### config.mk
export PLATFORM = sky130hd
export DESIGN_NAME = sbox_route_arbiter_flat
export DESIGN_NICKNAME = d
export VERILOG_FILES = /design/src/rtl/sbox_route_arbiter_if.sv /design/src/rtl/sbox_route_arbiter.sv /design/src/flat_wrapper.sv
export SDC_FILE = /design/constraint.sdc
export NUM_CORES = 1
export LEC_CHECK = 0
export BUFFER_PORTS_ARGS = -buffer_cell sky130_fd_sc_hd__buf_2
export CORE_UTILIZATION = 52
export CTS_CLUSTER_SIZE = 16
export DETAILED_ROUTE_END_ITERATION = 8
export GPL_ROUTABILITY_DRIVEN = 0
export GPL_TIMING_DRIVEN = 0
export HOLD_SLACK_MARGIN = 0.1
export PLACE_DENSITY = 0.82
export SYNTH_ARGS = -nofsm -noshare
export SYNTH_HDL_FRONTEND = slang
export SYNTH_SLANG_ARGS = --single-unit
### constraint.sdc
create_clock -name clk -period 2.5 [get_ports clk]
set_input_delay 0 -clock clk [delete_from_list [all_inputs] [get_ports clk]]
set_output_delay 0 -clock clk [all_outputs]
set_load 0.01 [all_outputs]
### src/rtl/sbox_route_arbiter_if.sv
// Handshake bundle between neighbouring tiles and the switchbox route arbiter.
// Input side carries tagged words; output side carries one registered word per direction.
interface sbox_route_arbiter_if #(
    parameter int unsigned W    = 32,
    parameter int unsigned NDIR = 4
);
    logic [NDIR-1:0]   in_valid;
    logic [NDIR*W-1:0] in_data;
    logic [NDIR*2-1:0] in_dest;
    logic [NDIR-1:0]   in_ready;
    logic [NDIR-1:0]   out_valid;
    logic [NDIR*W-1:0] out_data;
    logic [NDIR-1:0]   out_ready;

    modport master (
        output in_valid, in_data, in_dest, out_ready,
        input  in_ready, out_valid, out_data
    );

    modport slave (
        input  in_valid, in_data, in_dest, out_ready,
        output in_ready, out_valid, out_data
    );
endinterface

### src/rtl/sbox_route_arbiter.sv
// Per-output round-robin arbitration of four tagged input words into four
// single-entry output registers with valid/ready backpressure.
module sbox_route_arbiter #(
    parameter int unsigned W    = 32,
    parameter int unsigned NDIR = 4
) (
    input  logic               clk,
    input  logic               reset,
    sbox_route_arbiter_if.slave bus
);
    localparam int unsigned DW = 2;

    logic [NDIR-1:0]         r_out_valid;
    logic [NDIR-1:0][W-1:0]  r_out_data;
    logic [NDIR-1:0][DW-1:0] r_ptr;

    logic [NDIR-1:0][W-1:0]    w_in_words;
    logic [NDIR-1:0][DW-1:0]   w_dest;
    logic [NDIR-1:0][NDIR-1:0] w_req;
    logic [NDIR-1:0]           w_gnt_vld;
    logic [NDIR-1:0][DW-1:0]   w_gnt_idx;
    logic [NDIR-1:0]           w_in_ready;

    assign w_in_words = bus.in_data;

    // Request matrix, indexed [output][input].
    always_comb begin
        w_dest = '0;
        w_req  = '0;
        for (int d = 0; d < NDIR; d++) begin
            w_dest[d] = bus.in_dest[d*DW +: DW];
        end
        for (int o = 0; o < NDIR; o++) begin
            for (int d = 0; d < NDIR; d++) begin
                w_req[o][d] = bus.in_valid[d] && (w_dest[d] == DW'(o));
            end
        end
    end

    // Round-robin scan from r_ptr; an output only grants when its register can take a word.
    always_comb begin
        w_gnt_vld = '0;
        w_gnt_idx = '0;
        for (int o = 0; o < NDIR; o++) begin
            if (!reset && (!r_out_valid[o] || bus.out_ready[o])) begin
                for (int k = 0; k < NDIR; k++) begin
                    if (!w_gnt_vld[o] && w_req[o][r_ptr[o] + DW'(k)]) begin
                        w_gnt_vld[o] = 1'b1;
                        w_gnt_idx[o] = r_ptr[o] + DW'(k);
                    end
                end
            end
        end
    end

    always_comb begin
        w_in_ready = '0;
        for (int d = 0; d < NDIR; d++) begin
            w_in_ready[d] = bus.in_valid[d] && w_gnt_vld[w_dest[d]] &&
                            (w_gnt_idx[w_dest[d]] == DW'(d));
        end
    end

    // Refill beats drain, so a full register with out_ready high stays at full rate.
    always_ff @(posedge clk) begin
        if (reset) begin
            r_out_valid <= '0;
            r_out_data  <= '0;
            r_ptr       <= '0;
        end else begin
            for (int o = 0; o < NDIR; o++) begin
                if (w_gnt_vld[o]) begin
                    r_out_data[o]  <= w_in_words[w_gnt_idx[o]];
                    r_out_valid[o] <= 1'b1;
                    r_ptr[o]       <= w_gnt_idx[o] + DW'(1);
                end else if (r_out_valid[o] && bus.out_ready[o]) begin
                    r_out_valid[o] <= 1'b0;
                end
            end
        end
    end

    assign bus.in_ready  = w_in_ready;
    assign bus.out_valid = r_out_valid;
    assign bus.out_data  = r_out_data;
endmodule
### src/flat_wrapper.sv
// flat-port wrapper written by rule: the top's interface ports become plain ports
module sbox_route_arbiter_flat 
#(
    parameter int unsigned W    = 32,
    parameter int unsigned NDIR = 4
)
  (clk, reset, bus_in_valid, bus_in_data, bus_in_dest, bus_out_ready, bus_in_ready, bus_out_valid, bus_out_data);
  sbox_route_arbiter_if #(.W(W), .NDIR(NDIR)) bus_i ();
  input  logic clk;
  input  logic reset;
  input wire logic [$bits(bus_i.in_valid)-1:0] bus_in_valid;
  input wire logic [$bits(bus_i.in_data)-1:0] bus_in_data;
  input wire logic [$bits(bus_i.in_dest)-1:0] bus_in_dest;
  input wire logic [$bits(bus_i.out_ready)-1:0] bus_out_ready;
  output wire logic [$bits(bus_i.in_ready)-1:0] bus_in_ready;
  output wire logic [$bits(bus_i.out_valid)-1:0] bus_out_valid;
  output wire logic [$bits(bus_i.out_data)-1:0] bus_out_data;
  assign bus_i.in_valid = bus_in_valid;
  assign bus_i.in_data = bus_in_data;
  assign bus_i.in_dest = bus_in_dest;
  assign bus_i.out_ready = bus_out_ready;
  assign bus_in_ready = bus_i.in_ready;
  assign bus_out_valid = bus_i.out_valid;
  assign bus_out_data = bus_i.out_data;
  sbox_route_arbiter #(.W(W), .NDIR(NDIR)) u_core (.clk(clk), .reset(reset), .bus(bus_i));
endmodule
==> key figures, run 1 <==
Run status
  – Status: finished clean

STA
  – Setup violators final: 0
  – Final hold vios: 0
  – Fin worst setup slack: 15.2 ps
  – Clock skew: approximately 9.8 ps
  – Worst slew margin: 0.447
  – Unrepaired setup endpoints after global routing: yes
  – Final Cycle Share: 0.994
  – Top achievable clock speed: slightly above 0.4 GHz
  – Hold WS: 209 ps
  – Pins Over Slew Limit: 0
  – Fin crit period: roughly 2500 ps
  – Slew @ Worst Pin: 830 ps

Worst setup path
  – WS Path Type: reg2out
  – Reg2reg path depth: 8
  – Crit-path max cell delay: 500 ps
  – CP cell instances: and4_1, o21a_1, or4_4, buf_6, buf_6, nor2_1, a21oi_1, o211ai_1, buf_2
  – Reg-to-reg startpoint: u_core.r_ptr[3]
  – Worst Path Buf+Inv: 3
  – CP Data Arrival Time: roughly 2500 ps
  – Cell mode on critical path: buf_6
  – Critical path required time: 2500 ps
  – Slowest CP cell: or4_4
  – Startpoint Class: register
  – R2R Setup Slk: 40 ps
  – Reg2reg end: u_core.bus.out_data[63]
  – Cell family with most CP delay: simple AND/OR/NAND/NOR gates
  – Crit end category: output port
  – CP Max Fanout: 10

Clock tree
  – TritonCTS clock tree: done
  – Root Buffer: clkbuf_16
  – H-tree levels: 4
  – Cts bufs inserted: 17
  – Sink Count: 140
  – Longest Clk Path Bufs: 2
  – Skew-Pair Late Insertion Delay: 430 ps
  – Clock-pin slew on the worst setup and hold paths: 50 ps

Final layout
  – Final instance area: 12,500 um^2
  – Fin cells: 1,561
  – Fin util: 0.780
  – Synth-to-Final Area Change: 45.4%
  – Nets: roughly 1,500
  – ANT cells: 0
  – Fraction of layout instances using a drive strength above 1: 0.307

Floorplan
  – Site Rows: 46
  – Die width: 131 um
  – Die H: 131 um
  – Die ar.: ~17,000 um^2
  – Io pins: 282
  – Core area: 16,000 um^2
  – Initial Utilization: 0.537

Placement
  – Worst slack at placement: 90.3 ps
  – Placed Cells: roughly 1,400
  – DP Wirelength: 22.3 mm
  – Port bufs: roughly 280
  – Dpl cell area: 10,300 um^2

Logic synthesis
  – Ys Warns: 0
  – Synth Instances: 884
  – Ys flop type: dfxtp_1
  – Mapped Avg Cell Area: ~10 um^2
  – Post-synthesis sequential area ratio: 0.326
  – Async SR Flop Fraction: 0
  – Post-synthesis simple-gate area fraction: 0.0701
  – Synth cell types: 61
  – Post-synth EDFFs: 0
  – Syn_nets: about 1,000
  – Area fraction of the dominant cell type after synthesis: 0.326
  – Largest family of logic cells by synthesized area: multiplexers
  – Synth Area in XOR/XNOR: 0.00306
  – Top cell type by total area after synthesis: dfxtp_1
  – Post-synthesis mux area share: 0.313
  – Cell area after synthesis: 8590 um^2
  – Area contributors post-synth: dfxtp_1, mux2i_1, a2bb2oi_1, a22oi_1, o21ai_0
  – Post-synth top cells: mux2i_1, dfxtp_1, o21ai_0, a22oi_1, a2bb2oi_1
  – Area share of fa/ha/maj cells after synthesis: 0
  – Count leader, synth: mux2i_1
  – Seq cells post-synth: between 100 and 150
  – Synth Area in Compound Gates: 0.238

Hold path
  – Worst hold path type: in2reg
  – Hold Path Stages: 3
  – Hold path start: reset
  – Hold Path End: u_core.bus.out_valid[1]

Drt
  – First drt pass iteration count: 6
  – Vias: 10,241
  – WL/cell: around 24 um
  – ANT nets after route: 0
  – Routed vias/inst: 6.56
  – # DRC: 0
  – Post-Route WL: 37.9 mm
  – Violation count after the first detailed-routing iteration: 1,275

Power and ir drop
  – Leakage: 5.60 nW
  – Pwr Density: 629 nW/um^2
  – Maximum vdd drop: 0.000588 V

GRT
  – Largest net degree at the start of global routing: 17
  – Vias in the first global route: 10,414
  – Initial antenna violation count: 0
  – First-pass GRT wire length: 56.0 mm
  – Total GRT Usage: 0.438
  – Total gr overflow: 0

Job
  – Maxcap violations: 0
## per-layer routing
layer,wire [um],vias to the layer above,track usage,part of all wire
met2,17800,893,0.710,0.47
li1,-,4322,-,-
met5,0,-,0,0
met3,4200,230,0.140,0.11
met4,2210,0,0.296,0.058
met1,13700,4796,0.493,0.36
## tightest hold or removal path, stage by stage
cell	delay, ps
buf_2	190
inv_1	200
and2_1	190
## layout make-up
cell class	instances	area (um^2)
fillers	1103	3510
multi-input cells	664	5400
flip-flops and latches	140	2810
well taps	216	270
repair buffers	431	2920
plain buffers	76	452
inverters	4	15.0
clock buffers	20	457
clock inverters	10	164
## stage by stage
step | setup TNS [ps] | power (W)
after floorplan | 0 | 0.00389
after global placement | 0 | 0.00468
after detailed placement | 0 | 0.00472
after CTS | -2.25 | 0.00762
after global routing | -25.1 | 0.00806
final | 0 | 0.00785
## flip-flops by register name (all words and copies together), names as in the netlist
signal	cells
u_core.r_ptr	8
u_core.bus.out_data	128
u_core.bus.out_valid	4
## cells in the final DEF, fill, tap and decap left out, types with 17 or more instances in the layout
| master | synthesis | final |
|---|---|---|
| buf_2 | 21 | 290 |
| mux2i_1 | 193 | 193 |
| dlygate4sd3_1 | 0 | 147 |
| dfxtp_1 | 140 | 136 |
| o21ai_0 | 91 | 89 |
| a2bb2oi_1 | 64 | 64 |
| a22oi_1 | 64 | 64 |
| o21ai_1 | 47 | 49 |
| clkbuf_1 | 38 | 34 |
| mux2_2 | 33 | 33 |
| mux2_1 | 21 | 21 |
| clkbuf_16 | 0 | 17 |
## worst max-delay path by stage
stage / cells after the start / slack, ps / from / endpoint
after global routing: 8 / -10 / u_core.r_ptr[3] / u_core.bus.out_data[63]
after global placement: 9 / 120 / bus_in_dest[5] / u_core.bus.out_data[38]
final: 9 / 20 / u_core.r_ptr[7] / bus_in_ready[1]
after CTS: 9 / -2 / u_core.r_ptr[7] / bus_in_ready[1]
after detailed placement: 9 / 90 / bus_in_dest[5] / u_core.bus.out_data[44]
after floorplan: 7 / 570 / u_core.r_ptr[3] / u_core.bus.out_data[56]
## kinds of logic (layout without fill, tap and decap cells)
family          count (synthesis)  in the layout
compound gates                309            309
mux                           257            257
flops                         140            140
simple gates                   95             95
buf+inv                        80            541
xor+xnor                        3              3
## what timing repair did
action,4_1_cts,5_1_grt
resized for setup,9,30
setup buffers,1,5
hold endpoints to repair,135,0
hold buffers,147,0
setup endpoints to repair,4,23
pin swaps,1,3
## power by group
part           leakage [nW]  internal, W  switching [W]
clock                 0.302      0.00171        0.00104
sequential             1.16      0.00255       0.000236
combinational          4.14      0.00107        0.00125
total                  5.60      0.00533        0.00252
Power figures use the tool's default switching activity.
==> inputs of run 2 (changes only) <==
--- a/config.mk
+++ b/config.mk
@@ -13,6 +13,7 @@
 export GPL_TIMING_DRIVEN = 0
 export HOLD_SLACK_MARGIN = 0.1
 export PLACE_DENSITY = 0.82
+export RECOVER_POWER = 50
 export SYNTH_ARGS = -nofsm -noshare
 export SYNTH_HDL_FRONTEND = slang
 export SYNTH_SLANG_ARGS = --single-unit
==> key figures, run 2 (synthesis gave the netlist of run 1 again) <==
Final layout
  – Commonest non-fill, non-tap cell in the layout: mux2i_1
  – Nets: approximately 1,500
  – Footprint of the multi-input gates: 5400 um^2
  – Fraction of layout instances using a drive strength above 1: 0.209
  – Fin cells: 1,561
  – Synth-to-Final Area Change: 43.4%
  – Max reg flops: 128
  – ANT cells: 0
  – Most frequent cells in the layout: mux2i_1, clkbuf_1, buf_2, dlygate4sd3_1, dfxtp_1
  – Layout filler cell count: 1,186
  – Sequential cell area: around 2800 um^2

Worst setup path
  – Crit-path max cell delay: 500 ps
  – Crit end category: output port
  – WS Path Type: reg2out
  – Critical path required time: 2500 ps
  – Cell family with most CP delay: simple AND/OR/NAND/NOR gates
  – Worst Path Buf+Inv: 3
  – CP Data Arrival Time: roughly 2500 ps
  – CP Max Fanout: 10
  – CP cell instances: and4_1, o21a_1, or4_4, buf_6, buf_6, nor2_1, a21oi_1, o211ai_1, buf_2
  – Startpoint Class: register
  – Slowest CP cell: or4_4
  – Cell mode on critical path: buf_6

Hold path
  – Worst hold path type: in2reg

Drt
  – Routed vias/inst: 6.61
  – Post-Route WL: 37.9 mm
  – WL/cell: roughly 24 um
  – Violation count after the first detailed-routing iteration: about 1,200
  – ANT nets after route: 0
  – Vias: 10,313
  – First drt pass iteration count: 6
  – # DRC: 0

Floorplan
  – Io pins: 282
  – Die ar.: 17,000 um^2
  – Initial Utilization: 0.537
  – Die H: 131 um
  – Core area: 16,000 um^2
  – Die width: 131 um
  – Site Rows: 46

Placement
  – DP Wirelength: about 22 mm
  – Placed Cells: about 1,400
  – Port bufs: 278

Clock tree
  – TritonCTS clock tree: done
  – Cts bufs inserted: 17
  – Longest Clk Path Bufs: 2
  – Root Buffer: clkbuf_16
  – Clock-pin slew on the worst setup and hold paths: 60 ps
  – Sink Count: between 100 and 150
  – Skew-Pair Late Insertion Delay: approximately 430 ps
  – H-tree levels: 4

GRT
  – Largest net degree at the start of global routing: 17
  – Total gr overflow: 0
  – First-pass GRT wire length: 56.0 mm
  – Vias in the first global route: approximately 10,000
  – Total GRT Usage: 0.438
  – Initial antenna violation count: 0

Run status
  – Status: finished clean

STA
  – Slew @ Worst Pin: between 800 and 900 ps
  – Unrepaired setup endpoints after global routing: yes
  – Final hold vios: 0
  – Fin crit period: 2480 ps
  – Pins Over Slew Limit: 0
  – Top achievable clock speed: 0.404 GHz
  – Clock skew: 9.06 ps
  – Worst slew margin: 0.428
  – Setup violators final: 0
  – Final Cycle Share: 0.990
  – Hold WS: 199 ps

Power and ir drop
  – Leakage: about 5.1 nW
  – Total power after layout: roughly 0.0078 W
  – Pwr Density: about 630 nW/um^2
  – Maximum vdd drop: 0.000581 V

Job
  – Maxcap violations: 0
-- run 2: layer usage --
metal	routed length (um)	GRT usage
met5	0	0
met4	2270	0.296
met3	4230	0.140
met2	17800	0.710
met1	13600	0.493
-- run 2: through the flow --
stage / setup WS (ps) / setup TNS [ps] / utilization / cell area (um^2)
2_1_floorplan: 573 / 0 / - / 8590
3_3_place_gp: 118 / 0 / 0.641 / 10300
3_5_place_dp: 90.3 / 0 / 0.641 / 10300
4_1_cts: -2.25 / -2.25 / 0.774 / 12400
5_1_grt: -11.7 / -25.1 / 0.770 / 12300
6_report: 24.3 / 0 / 0.770 / 12300
-- run 2: what timing repair did --
item                                   4_1_cts  5_1_grt
hold buffers                               147        0
buffers inserted                             1        5
pin swaps                                    1        3
gates cloned                                 0        0
setup endpoints to repair                    4       23
endpoints found under the hold margin      135        0
gates resized for setup                      9       30
-- run 2: final timing paths --
kind | depth (start not counted) | start | slack [ps] | endpoint
hold reg to reg | 2 | u_core.bus.out_data[88] | 460 | u_core.bus.out_data[88]
setup reg to reg | 8 | u_core.r_ptr[3] | 30 | u_core.bus.out_data[63]
hold / removal | 3 | reset | 200 | u_core.bus.out_valid[1]
setup / recovery | 9 | u_core.r_ptr[7] | 20 | bus_in_ready[1]
-- run 2: area by class of cell --
cell class,instances,area share
clock buffers,20,0.0371
repair buffers,431,0.224
well taps,216,0.0219
plain buffers,76,0.0367
multi-input cells,664,0.438
flip-flops and latches,140,0.228
clock inverters,10,0.0133
inverters,4,0.00122
-- run 2: where the power goes --
part / total (W) / leakage [nW] / switching [W] / internal, W
Combinational: 0.00224 / 3.63 / 0.00124 / 0.000992
Sequential: 0.00279 / 1.16 / 0.000244 / 0.00255
Clock: 0.00276 / 0.302 / 0.00105 / 0.00172
Total: 0.00779 / 5.09 / 0.00253 / 0.00526
-- run 2: tightest hold or removal path, cell delays in order --
cell and delay (ps):
buf_2 190, inv_1 200, and2_1 190
==> inputs of run 3 (changes only) <==
--- a/config.mk
+++ b/config.mk
@@ -6,6 +6,7 @@
 export NUM_CORES = 1
 export LEC_CHECK = 0
 export BUFFER_PORTS_ARGS = -buffer_cell sky130_fd_sc_hd__buf_2
+export CORE_MARGIN = 3
 export CORE_UTILIZATION = 52
 export CTS_CLUSTER_SIZE = 16
 export DETAILED_ROUTE_END_ITERATION = 8
==> key figures, run 3 (synthesis gave the netlist of run 1 again) <==
GRT
  – GR Layer Usage met1: 0.460
  – GR Util met3: 0.111
  – Largest net degree at the start of global routing: 17
  – Layer with the highest usage: met2
  – First-pass GRT wire length: between 50 and 60 mm
  – Global Route met2 Usage: 0.635
  – Total gr overflow: 0
  – Initial antenna violation count: 0
  – Total GRT Usage: 0.388
  – Vias in the first global route: 10,079

Worst setup path
  – Critical path required time: 2500 ps
  – Worst Path Buf+Inv: 2
  – CP Data Arrival Time: 2440 ps
  – Cell family with most CP delay: compound AO/OA/AOI/OAI gates
  – Crit-path max cell delay: 460 ps
  – CP Max Fanout: 8
  – Reg-to-reg startpoint: u_core.r_ptr[5]
  – Startpoint Class: register
  – Crit end category: output port
  – CP cell instances: nand4bb_1, a21oi_1, nor3_4, buf_4, nor3_1, o311a_1, o21a_1, buf_2
  – WS Path Type: reg2out
  – R2R Setup Slk: 80 ps
  – Reg2reg path depth: 7
  – Reg2reg end: u_core.bus.out_data[91]
  – Slowest CP cell: dfxtp_1

Hold path
  – Hold path start: reset
  – Hold Path End: u_core.bus.out_valid[1]
  – Hold Path Stages: 3
  – Worst hold path type: in2reg

Drt
  – ANT nets after route: 0
  – Routed vias/inst: 6.45
  – Vias: 10,058
  – Violation count after the first detailed-routing iteration: about 1,200
  – WL/cell: 23.4 um
  – First drt pass iteration count: 6
  – Post-Route WL: 36.5 mm
  – # DRC: 0

Run status
  – Status: finished clean

Floorplan
  – Initial Utilization: 0.537
  – Site Rows: 46
  – Core area: approximately 16,000 um^2
  – Die width: 135 um
  – Io pins: between 200 and 300
  – Die H: 135 um
  – Die ar.: 18,100 um^2

STA
  – Fin crit period: 2440 ps
  – Top achievable clock speed: 0.409 GHz
  – Slew @ Worst Pin: 836 ps
  – Pins Over Slew Limit: 0
  – Final hold vios: 0
  – Final Cycle Share: 0.977
  – Clock skew: 12.5 ps
  – Worst slew margin: 0.443
  – Setup violators final: 0

Placement
  – DP Wirelength: 22.9 mm
  – Port bufs: 278
  – Dpl cell area: slightly above 10,000 um^2

Clock tree
  – Clock-pin slew on the worst setup and hold paths: roughly 60 ps
  – Root Buffer: clkbuf_16
  – Skew-Pair Late Insertion Delay: 440 ps
  – H-tree levels: 4
  – Sink Count: between 100 and 150
  – TritonCTS clock tree: done
  – Longest Clk Path Bufs: 2
  – Cts bufs inserted: 17

Final layout
  – Nets: 1,477
  – Final instance area: 12,300 um^2
  – Max reg flops: ~130
  – ANT cells: 0
  – Commonest non-fill, non-tap cell in the layout: mux2i_1
  – Layout filler cell count: between 1,000 and 1,500
  – Synth-to-Final Area Change: 43.2%
  – Most frequent cells in the layout: mux2i_1, clkbuf_1, buf_2, dlygate4sd3_1, dfxtp_1
  – Fraction of layout instances using a drive strength above 1: 0.208
  – Fin util: 0.769

Power and ir drop
  – Pwr Density: about 640 nW/um^2
  – Maximum vdd drop: 0.000516 V
  – Leakage: 5.08 nW

Job
  – Maxcap violations: 0
## run 3: how the worst max path moves through the flow
stage          slack [ps]  depth (start not counted)       startpoint                      end
2_1_floorplan         570                          7  u_core.r_ptr[3]  u_core.bus.out_data[56]
3_3_place_gp          120                          9   bus_in_dest[5]  u_core.bus.out_data[49]
3_5_place_dp           80                          9   bus_in_dest[5]  u_core.bus.out_data[45]
4_1_cts                20                          9  u_core.r_ptr[7]          bus_in_ready[1]
5_1_grt               -20                          9  u_core.r_ptr[7]          bus_in_ready[1]
6_report               60                          8  u_core.r_ptr[3]          bus_in_ready[2]
## run 3: worst reg2reg max path, delay by kind of cell (launching register included)
kind	cells	cell delay, ps
AND/OR/NAND/NOR	3	540
AO/OA/AOI/OAI	3	710
flip-flops	1	380
buffers and inverters	1	630
## run 3: repair_timing
item | 4_1_cts | 5_1_grt
hold buffers | 141 | 0
endpoints found under the hold margin | 135 | 0
setup buffers | 1 | 8
setup endpoints to repair | 4 | 22
pin swaps | 1 | 4
gates resized for setup | 8 | 23
## run 3: per-stage QoR
step	hold slack (ps)	setup TNS (ps)	power (W)	instances	worst slack (ps)
final	178	0	0.00784	1560	57.2
after global placement	295	0	0.00469	1378	120
after detailed placement	299	0	0.00473	1378	83.1
after CTS	159	0	0.00774	1552	17.8
after global routing	209	-17.8	0.00808	1560	-17.8
after floorplan	96.4	0	0.00389	884	573
## run 3: report_power, final
| group | switching, W | internal (W) | leakage [nW] |
|---|---|---|---|
| Clock | 0.00104 | 0.00183 | 0.309 |
| Combinational | 0.00121 | 0.000978 | 3.61 |
| Sequential | 0.000231 | 0.00255 | 1.16 |
## run 3: final cells by class
type                    count  area, um^2  share of cell area
plain buffers              76         447              0.0363
repair buffers            428        2710               0.220
multi-input cells         664        5410               0.439
flip-flops and latches    140        2810               0.228
well taps                 216         270              0.0220
clock inverters             9         183              0.0148
inverters                   4        15.0             0.00122
clock buffers              23         468              0.0380
## run 3: per-layer routing
metal | part of all wire | vias to the layer above | routed length, um
met5 | 0 | - | 0
met4 | 0.058 | 0 | 2100
met3 | 0.11 | 214 | 4080
met2 | 0.47 | 795 | 17000
met1 | 0.36 | 4736 | 13300
li1 | - | 4313 | -
